`src/rtl/dmem_arbiter.sv`:
```
// Arbitrates the single data memory between the core memory stage and an external
// requester; the core has priority, with a starvation counter forcing an external grant.
module dmem_arbiter #(
  parameter int DMEM_ADDR_WIDTH = 12,
  parameter int DMEM_WORD_WIDTH = 16,
  parameter int STARVE_LIMIT    = 8
) (
  input  logic                       clock,
  input  logic                       reset,
  input  logic                       in_core_rd_en,
  input  logic                       in_core_wr_en,
  input  logic [DMEM_ADDR_WIDTH-1:0] in_core_rd_addr,
  input  logic [DMEM_ADDR_WIDTH-1:0] in_core_wr_addr,
  input  logic [DMEM_WORD_WIDTH-1:0] in_core_wr_word,
  output logic                       out_core_stall,
  input  logic                       in_ext_req,
  input  logic                       in_ext_we,
  input  logic [DMEM_ADDR_WIDTH-1:0] in_ext_addr,
  input  logic [DMEM_WORD_WIDTH-1:0] in_ext_wdata,
  output logic                       out_ext_gnt,
  output logic                       out_ext_rvalid,
  output logic [DMEM_WORD_WIDTH-1:0] out_ext_rdata,
  input  logic [DMEM_WORD_WIDTH-1:0] in_mem_rd_word,
  output logic [DMEM_ADDR_WIDTH-1:0] out_mem_rd_addr,
  output logic [DMEM_ADDR_WIDTH-1:0] out_mem_wr_addr,
  output logic [DMEM_WORD_WIDTH-1:0] out_mem_wr_word,
  output logic                       out_mem_write_en
);

  // A limit of 0 would give a zero-width counter, so keep at least one bit.
  localparam int CNT_W = (STARVE_LIMIT > 0) ? $clog2(STARVE_LIMIT + 1) : 1;
  localparam logic [CNT_W-1:0] LIMIT = CNT_W'(STARVE_LIMIT);

  typedef enum logic {
    IDLE  = 1'b0,
    FORCE = 1'b1
  } state_t;

  state_t           state, state_next;
  logic [CNT_W-1:0] starve_cnt, starve_cnt_next, starve_cnt_inc;
  logic             core_active, blocked, rvalid_q;

  always_ff @(posedge clock or negedge reset) begin
    if (!reset) begin
      state      <= IDLE;
      starve_cnt <= '0;
      rvalid_q   <= 1'b0;
    end else begin
      state      <= state_next;
      starve_cnt <= starve_cnt_next;
      rvalid_q   <= out_ext_gnt & ~in_ext_we;
    end
  end

  always_comb begin
    core_active     = in_core_rd_en | in_core_wr_en;
    out_ext_gnt     = reset & in_ext_req & (~core_active | (state == FORCE));
    out_core_stall  = reset & (state == FORCE) & in_ext_req & core_active;
    blocked         = in_ext_req & ~out_ext_gnt;
    starve_cnt_inc  = starve_cnt + 1'b1;
    starve_cnt_next = '0;
    state_next      = IDLE;
    if (blocked) begin
      starve_cnt_next = (starve_cnt != LIMIT) ? starve_cnt_inc : starve_cnt;
      // Enter FORCE on the blocked cycle that brings the count up to the limit.
      if ((STARVE_LIMIT != 0) && (state == IDLE) && (starve_cnt_inc == LIMIT))
        state_next = FORCE;
    end
  end

  always_comb begin
    out_mem_rd_addr  = in_core_rd_addr;
    out_mem_wr_addr  = in_core_wr_addr;
    out_mem_wr_word  = in_core_wr_word;
    out_mem_write_en = reset & in_core_wr_en;
    if (out_ext_gnt) begin
      out_mem_rd_addr  = in_ext_addr;
      out_mem_wr_addr  = in_ext_addr;
      out_mem_wr_word  = in_ext_wdata;
      out_mem_write_en = in_ext_we;
    end
  end

  assign out_ext_rvalid = rvalid_q;
  assign out_ext_rdata  = in_mem_rd_word;

endmodule

```
`config.mk`:
```
export PLATFORM = sky130hd
export DESIGN_NAME = dmem_arbiter
export DESIGN_NICKNAME = d
export VERILOG_FILES = /design/src/rtl/dmem_arbiter.sv
export SDC_FILE = /design/constraint.sdc
export NUM_CORES = 1
export LEC_CHECK = 0
export ABC_AREA = 0
export CAP_MARGIN = 40
export CORE_MARGIN = 4
export CORE_UTILIZATION = 25
export CTS_BUF_LIST = sky130_fd_sc_hd__clkbuf_16
export DETAILED_ROUTE_END_ITERATION = 10
export PLACE_DENSITY = 0.92
export SETUP_SLACK_MARGIN = 0.2
export SLEW_MARGIN = 0
export SYNTH_ARGS = -nofsm -noshare
export SYNTH_HDL_FRONTEND = slang
export SYNTH_SLANG_ARGS = --single-unit
```
`constraint.sdc`:
```
create_clock -name clock -period 2.05 [get_ports clock]
set_clock_uncertainty 0.2 [all_clocks]
set_input_delay 0.41 -clock clock [delete_from_list [all_inputs] [get_ports clock]]
set_output_delay 0.41 -clock clock [all_outputs]
set_load 0.02 [all_outputs]
```
== Word-level counts from Yosys, hierarchy flattened ==
Index checks and enable logic that the tools add are counted.
Word-level totals
  bits in registers: 6
  logic and storage cells: 30
Cells by class
  add/sub/neg operators: 1
  bitwise operators: 14
  reduce and logical (&&, ||, !) cells: 1
  equal/unequal tests: 3
  muxes and demuxes: 8
Operator list (number)
  2-to-1 mux 12 bit: 2
  2-to-1 mux 16 bit: 1
  AND 1 bit: 8
  2-to-1 mux 4 bit: 2
  adder 4 x 1 -> 4 bit, second input constant: 1
  equality test 4 bit, second input constant: 1
  != test 4 bit, second input constant: 1
  inverter 1 bit: 4
  2-to-1 mux 1 bit: 3
  != test 2 x 1 -> 1 bit, second input constant: 1
  OR 1 bit: 2
  logical AND 1 bit: 1

== Longest topological paths before layout ==
Gate-level depths: netlist of run 1.
  depth after elaboration: 7
  gate-level depth with buffers: 5

== Worst setup path after synthesis of run 1 ==
No wires, ideal clock.
  kind: flip-flop to output port
  start: register state
  end: output out_mem_write_en
  cell stages (with the launch flop): 5
  path slack: 0.165 ns
  arrival: 1.275 ns
  data required time: 1.440 ns
  cells stage by stage: dfrtp_1 o21bai_4 nand3_4 buf_6 mux2i_1
Between the ends
  word-level cells in the longest chain between the ends: 3
Ends and longest elaborated chain
  start, declared: line 39  | state_t state, state_next;
  start signal, assigned: line 49  | state <= state_next;
  OR 1 bit: line 57  | out_ext_gnt = reset & in_ext_req & (~core_active | (state == FORCE));
  AND 1 bit: line 57
  2-to-1 mux 1 bit: line 76  | if (out_ext_gnt) begin
  end, declared: line 27  | output logic out_mem_write_en
No other way between the ends.

== Worst setup path in the final report of run 1 ==
  start: register state
  end: output out_mem_rd_addr[10]
Between the ends
  word-level cells in the longest chain between the ends: 3
Ends and longest elaborated chain
  OR 1 bit: line 57
  AND 1 bit: line 57
  2-to-1 mux 12 bit: line 76
  end, declared: line 24  | output logic [DMEM_ADDR_WIDTH-1:0] out_mem_rd_addr,
No other way between the ends.

==> results of run 1 <==
==> flip-flops by register name, summed over array words and instances, names as in the netlist <==
register and flops:
starve_cnt 4, out_ext_rvalid 1, state 1
==> metal layers <==
metal / vias to the layer above / share of wire [%]
li1: 553 / -
met1: 567 / 34
met2: 75 / 53
met3: 2 / 12
met4: 0 / 0.45
met5: - / 0
==> cells by family after synthesis <==
family                     Yosys count
muxes                               42
xor gates and xnor gates             2
DFF                                  6
buffers and inverters               24
adders and majority gates            3
AOI/OAI and AO/OA                    5
and+or+nand+nor                     12
==> final timing paths <==
path	cells after the start	to	slack (ns)	startpoint
min in group clock	2	starve_cnt[2]	0.39	starve_cnt[3]
setup reg to reg	5	starve_cnt[1]	0.64	starve_cnt[0]
max in group asynchronous	2	starve_cnt[2]	1.50	reset
hold reg to reg	2	starve_cnt[2]	0.39	starve_cnt[3]
setup / recovery	7	out_mem_rd_addr[10]	-0.24	state
hold / removal	2	starve_cnt[1]	0.04	reset
==> worst max-delay path, cell delays in order, from the launching register on <==
cell	delay [ns]
dfrtp_1	0.37
o21bai_4	0.18
nand3_4	0.07
buf_12	0.14
buf_12	0.11
buf_16	0.13
mux2_4	0.32
buf_6	0.13
==> what timing repair did <==
| action | 4_1_cts | 5_1_grt |
|---|---|---|
| endpoints found under the hold margin | 0 | 0 |
| gates cloned | 3 | 0 |
| gates resized for setup | 270 | 1 |
| buffers inserted | 4 | 2 |
| endpoints found under the setup margin | 43 | 42 |
| pin swaps | 2 | 0 |
==> cells in the final DEF (no fill, tap or decap) <==
cell and count:
buf_16 3, buf_8 1, dlygate4sd2_1 1, clkdlybuf4s50_1 70, nand3_4 1, nor3_1 1
mux2_2 2, o21bai_4 1, mux2i_2 1, mux2_4 38, mux2i_1 1, clkdlybuf4s15_2 1
nand3_1 1, a21oi_1 1, buf_4 6, ha_1 3, nor2_1 4, xnor2_1 1
nand2b_1 2, buf_12 6, inv_4 1, o2111a_1 1, clkbuf_16 3, inv_1 3
dfrtp_1 6, nand2_1 1, a21bo_2 1, xor2_1 1, nand3b_1 1, nand4b_1 1
buf_2 6, buf_6 40, a21o_1 1
==> per-stage QoR <==
step	hold WS (ns)	cell area, um^2	worst slack, ns	utilization, %
2_1_floorplan	-0.0856	1130	0.242	-
3_5_place_dp	0.387	2280	-0.818	52.4
3_3_place_gp	0.368	2280	-0.791	52.4
5_1_grt	0.0553	2570	-0.291	59.1
6_report	0.0389	2570	-0.241	59.1
4_1_cts	0.0454	2540	-0.238	58.3
==> area by class of cell <==
class                           instances  area (um^2)  share of cell area (%)
Tap cell                               52         65.1                    2.53
Inverter                                4         17.5                   0.681
Timing Repair Buffer                  134         1460                    56.9
Multi-Input combinational cell         64          800                    31.1
Sequential cell                         6          150                    5.84
Clock buffer                            3         75.1                    2.92
==> power breakdown <==
group / switching (W) / total (W) / internal, W
clock network: 0.0000674 / 0.000318 / 0.000250
logic: 0.000185 / 0.000508 / 0.000322
registers: 0.00000645 / 0.000131 / 0.000124
total: 0.000259 / 0.000956 / 0.000697
==> qor.txt, run 1 <==
Commonest cells post-synth -> mux2_4, buf_4, dfrtp_1
Final antenna-violating net count -> 0
Seq/Total Area, Yosys -> 13.4%
Setup TNS -> -6.73 ns
Clock transition at path regs -> 0.03 ns
GR Overflow Total -> 0
Syn Nets -> 187
Die area -> 5630 um^2
Layout Cells excl Fill -> 263
Vias in the first global route -> 1199
M2 GR Usage -> 30.7%
Post-Syn Area -> 1120 um^2
Worst Max-Slew Pin Slew -> 0.217 ns
Final wirelength -> 5070 um
Iter 0 DRT Violations -> 18
Number of detailed-route iterations in the first pass -> 4
Die H -> 75 um
Port Buffer Count -> 117
Worst path arrival time -> 1.68 ns
Met1 usage -> 17.4%
Vias -> 1197
Core Rows -> 24
Initial antenna violation count -> 0
Top_reg_cell synth -> dfrtp_1
Initial Utilization -> 25.8%
Compound-Gate Fraction of Synth Area -> 4.68%
Met3 Use GR -> 5.34%
Total GRT Usage -> 16.2%
GR peak layer -> met2
Final period util -> 112%
RePlAce Congestion -> 0.748
CTS sink count -> 6
Clk buf depth -> 2
Critical Path End Type -> output port
Unrepaired setup endpoints after global routing -> yes
Share of flip-flops with an asynchronous set or reset -> 100%
VDD IR max -> 0.000569 V
Synth Area in Simple Gates -> 6.69%
Post-synth EDFFs -> 0
Cell area power density -> 372 nW/um^2
Area growth from synthesis to layout -> 129%
Worst Path Max Fanout -> 8
Outcome -> complete, but fails checks
PnR worst setup slack -> -0.241 ns
Dominant cells by area after synthesis -> mux2_4, dfrtp_1, buf_4
Core area -> 4350 um^2
Final #Nets -> 306
First-pass GRT wire length -> 6640 um
Slew margin rel. -> 85.5%
Die Width -> 75 um
Layout cells sized above 1 -> 52.6%
Clock Latency Late Sink -> 0.23 ns
Upper clock frequency limit -> 0.437 GHz
Failing checks -> setup timing
H-tree levels -> 1
Hold_buf cts -> 0
XOR/XNOR Fraction of Synth Area -> 1.56%
Mean post-synth cell area -> 11.9 um^2
Inserted Clock Buffers -> 3
CP Launch Type -> flip-flop
Post-Synthesis Cells -> 94
WL/cell -> 19.3 um
Hpwl dp -> 3790 um
CTS tree -> built
DRC -> 0
Largest family of logic cells by synthesized area -> multiplexers
Portion of netlist area occupied by mux cells -> 54.3%
Fill count -> 357
CTS Root Cell -> clkbuf_16
Flip-flop and latch count after synthesis -> 6
Post-Place Cells -> 251
Max-cap viol count -> 0
Critical Path RT -> 1.44 ns
Fin crit period -> 2.29 ns
# diodes -> 0
Crit Path Category -> flip-flop to output port
Largest net degree at the start of global routing -> 10
Yosys warns -> 0
Worst Hold Class -> primary input to asynchronous set/reset pin
Top cell type's share of synthesized area -> 49.5%
Leakage -> 1.28 nW
Final hold viol count -> 0
Via density -> 4.55
Synth Area in Adders -> 3.34%
Cell variety after synth -> 23
Final Max Tran Viols -> 0
Most common cell in the netlist -> mux2_4
Area leader, netlist -> mux2_4
Num ports -> 150
Total power -> 0.000956 W
Final setup violation count -> 42
Power figures use the tool's default switching activity.
==> inputs of run 2 (changes only) <==
--- a/config.mk
+++ b/config.mk
@@ -10,6 +10,7 @@
 export CORE_MARGIN = 4
 export CORE_UTILIZATION = 25
 export CTS_BUF_LIST = sky130_fd_sc_hd__clkbuf_16
+export CTS_CLUSTER_SIZE = 24
 export DETAILED_ROUTE_END_ITERATION = 10
 export PLACE_DENSITY = 0.92
 export SETUP_SLACK_MARGIN = 0.2
==> results of run 2 <==
The final DEF is identical to that of run 1; final timing and power are the same.
==> inputs of run 3 (changes only) <==
--- a/config.mk
+++ b/config.mk
@@ -13,7 +13,6 @@
 export CTS_CLUSTER_SIZE = 24
 export DETAILED_ROUTE_END_ITERATION = 10
 export PLACE_DENSITY = 0.92
-export SETUP_SLACK_MARGIN = 0.2
 export SLEW_MARGIN = 0
 export SYNTH_ARGS = -nofsm -noshare
 export SYNTH_HDL_FRONTEND = slang
==> run 3 against run 2 <==
Net effect:
- via count fell by 2.3%
- the run still ends with setup timing left
- highest routed layer unchanged
- sequential cell count is the same
- sequential share of layout area increased by 0.20 points
- critical endpoint is now out_mem_wr_addr[0]
- final area is 3.3% lower
==> qor.txt, run 3 (synthesis results as in run 1) <==
Crit Path Category -> flip-flop to output port (unchanged)
WL/cell -> 19.0 um (was 19.3 um)
Port Buffer Count -> 117 (unchanged)
Worst Hold Class -> primary input to asynchronous set/reset pin (unchanged)
Total GRT Usage -> 15.9% (was 16.2%)
CTS Root Cell -> clkbuf_16 (unchanged)
Die H -> 75 um (unchanged)
VDD IR max -> 0.000320 V (was 0.000569 V)
Post-Place Cell Area -> 2260 um^2 (was 2280 um^2)
Final #Nets -> 303 (was 306)
Most frequent cells in the layout -> clkdlybuf4s50_1, mux2_4, buf_6, buf_2 (was clkdlybuf4s50_1, buf_6, mux2_4)
CP Launch Type -> flip-flop (unchanged)
CTS tree -> built (unchanged)
Failing checks -> setup timing (unchanged)
Hpwl dp -> 3710 um (was 3790 um)
Worst Max-Slew Pin Slew -> 0.239 ns (was 0.217 ns)
Leakage -> 1.25 nW (was 1.28 nW)
Most common cell after layout, fill and taps aside -> clkdlybuf4s50_1 (unchanged)
Cell area power density -> 378 nW/um^2 (was 372 nW/um^2)
Final setup violation count -> 41 (was 42)
Max-cap viol count -> 0 (unchanged)
Final antenna-violating net count -> 0 (unchanged)
Unrepaired setup endpoints after global routing -> yes (unchanged)
Critical Path RT -> 1.44 ns (about the same)
Crit path buf inv count -> 3 (was 4)
R2R depth -> 5 (unchanged)
CTS sink count -> 6 (unchanged)
Largest net degree at the start of global routing -> 11 (was 10)
Hold_buf cts -> 0 (unchanged)
CP top delay family -> buffers and inverters (unchanged)
Core area -> 4350 um^2 (unchanged)
Clock transition at path regs -> 0.03 ns (about the same)
Util after Layout -> 57.1% (was 59.1%)
R2R setup slack -> 0.62 ns (was 0.64 ns)
Critical-path cell with the highest stage delay -> dfrtp_1 (unchanged)
Vias -> 1170 (was 1197)
Final hold viol count -> 0 (unchanged)
Fin crit period -> 2.26 ns (was 2.29 ns)
DRC -> 0 (unchanged)
Min Hold Slack -> 0.122 ns (was 0.0389 ns)
Inserted Clock Buffers -> 3 (unchanged)
RePlAce Congestion -> 0.752 (was 0.748)
CP Cell Sequence -> o21bai_4 -> nand3_4 -> buf_6 -> buf_16 -> mux2_4 -> buf_6 (was o21bai_4 -> nand3_4 -> buf_12 -> buf_12 -> buf_16 -> mux2_4 -> buf_6)
Core Rows -> 24 (unchanged)
Iter 0 DRT Violations -> 15 (was 18)
Die area -> 5630 um^2 (unchanged)
CP dominant cell by count -> buf_6 (was buf_12)
Reg2reg end -> starve_cnt[1] (unchanged)
Final period util -> 110% (was 112%)
GR Overflow Total -> 0 (unchanged)
First-pass GRT wire length -> 6630 um (was 6640 um)
Outcome -> complete, but fails checks (unchanged)
Fill count -> 337 (was 357)
Area growth from synthesis to layout -> 122% (was 129%)
Final instance area -> 2490 um^2 (was 2570 um^2)
Upper clock frequency limit -> 0.442 GHz (was 0.437 GHz)
PnR worst setup slack -> -0.213 ns (was -0.241 ns)
Setup WS pre-CTS -> -0.843 ns (was -0.818 ns)
Clock Latency Late Sink -> 0.23 ns (about the same)
Critical Path End Type -> output port (unchanged)
RR Startpoint -> starve_cnt[0] (unchanged)
Initial antenna violation count -> 0 (unchanged)
Layout cells sized above 1 -> 50.5% (was 52.6%)
Slew margin rel. -> 84.0% (was 85.5%)
Num ports -> 150 (unchanged)
# diodes -> 0 (unchanged)
Worst path arrival time -> 1.65 ns (was 1.68 ns)
Final Max Tran Viols -> 0 (unchanged)
Worst Path Max Fanout -> 6 (was 8)
Vias in the first global route -> 1257 (was 1199)
Initial Utilization -> 25.8% (unchanged)
Final wirelength -> 4930 um (was 5070 um)
Max stage delay on crit path -> 0.37 ns (about the same)
Via density -> 4.50 (was 4.55)
H-tree levels -> 1 (unchanged)
Number of detailed-route iterations in the first pass -> 4 (unchanged)
Clk buf depth -> 2 (unchanged)
Largest register by flop count -> starve_cnt (unchanged)
Die Width -> 75 um (unchanged)
Largest register FFs -> 4 (unchanged)
-- run 3: layout make-up --
class / count / area (um^2) / area share (%)
multi-input cells: 64 / 803 / 32.3
clock buffers: 3 / 75.1 / 3.02
inverters: 4 / 15.0 / 0.604
repair buffers: 131 / 1380 / 55.4
well taps: 52 / 65.1 / 2.62
flip-flops and latches: 6 / 150 / 6.04
-- run 3: how the worst max path moves through the flow --
stage                        from             endpoint  slack (ns)  cells past startpoint
floorplan                   state     out_mem_write_en        0.17                      4
global placement    in_core_wr_en  out_mem_wr_word[15]       -0.81                      6
detailed placement  in_core_wr_en  out_mem_wr_word[15]       -0.84                      6
CTS                         state   out_mem_wr_addr[2]       -0.23                      6
global route                state   out_mem_wr_addr[0]       -0.26                      6
finish                      state   out_mem_wr_addr[0]       -0.21                      6
-- run 3: stage by stage --
| step | power, W | instances | setup TNS [ns] |
|---|---|---|---|
| after detailed placement | 0.000598 | 249 | -34.04 |
| after global routing | 0.000977 | 260 | -7.83 |
| final | 0.000940 | 260 | -5.51 |
| after floorplan | 0.000369 | 94 | 0 |
| after global placement | 0.000589 | 249 | -32.59 |
| after CTS | 0.000953 | 262 | -7.33 |
-- run 3: routing by layer --
layer  share of wire (%)  global-route usage, %  up-vias
met2                  54                   31.6       76
li1                    -                      -      546
met1                  32                   15.2      537
met3                  12                   4.27       11
met5                   0                      0        -
met4                 2.4                   6.13        0
-- run 3: power by group --
part,switching [W],internal [W]
Clock,0.0000655,0.000250
Combinational,0.000180,0.000313
Sequential,0.00000640,0.000124
-- run 3: what timing repair did --
item | 4_1_cts | 5_1_grt
endpoints found under the setup margin | 43 | 42
resized for setup | 257 | 7
cloned | 5 | 0
hold endpoints to repair | 0 | 0
pin swaps | 2 | 0
setup buffers | 5 | 1
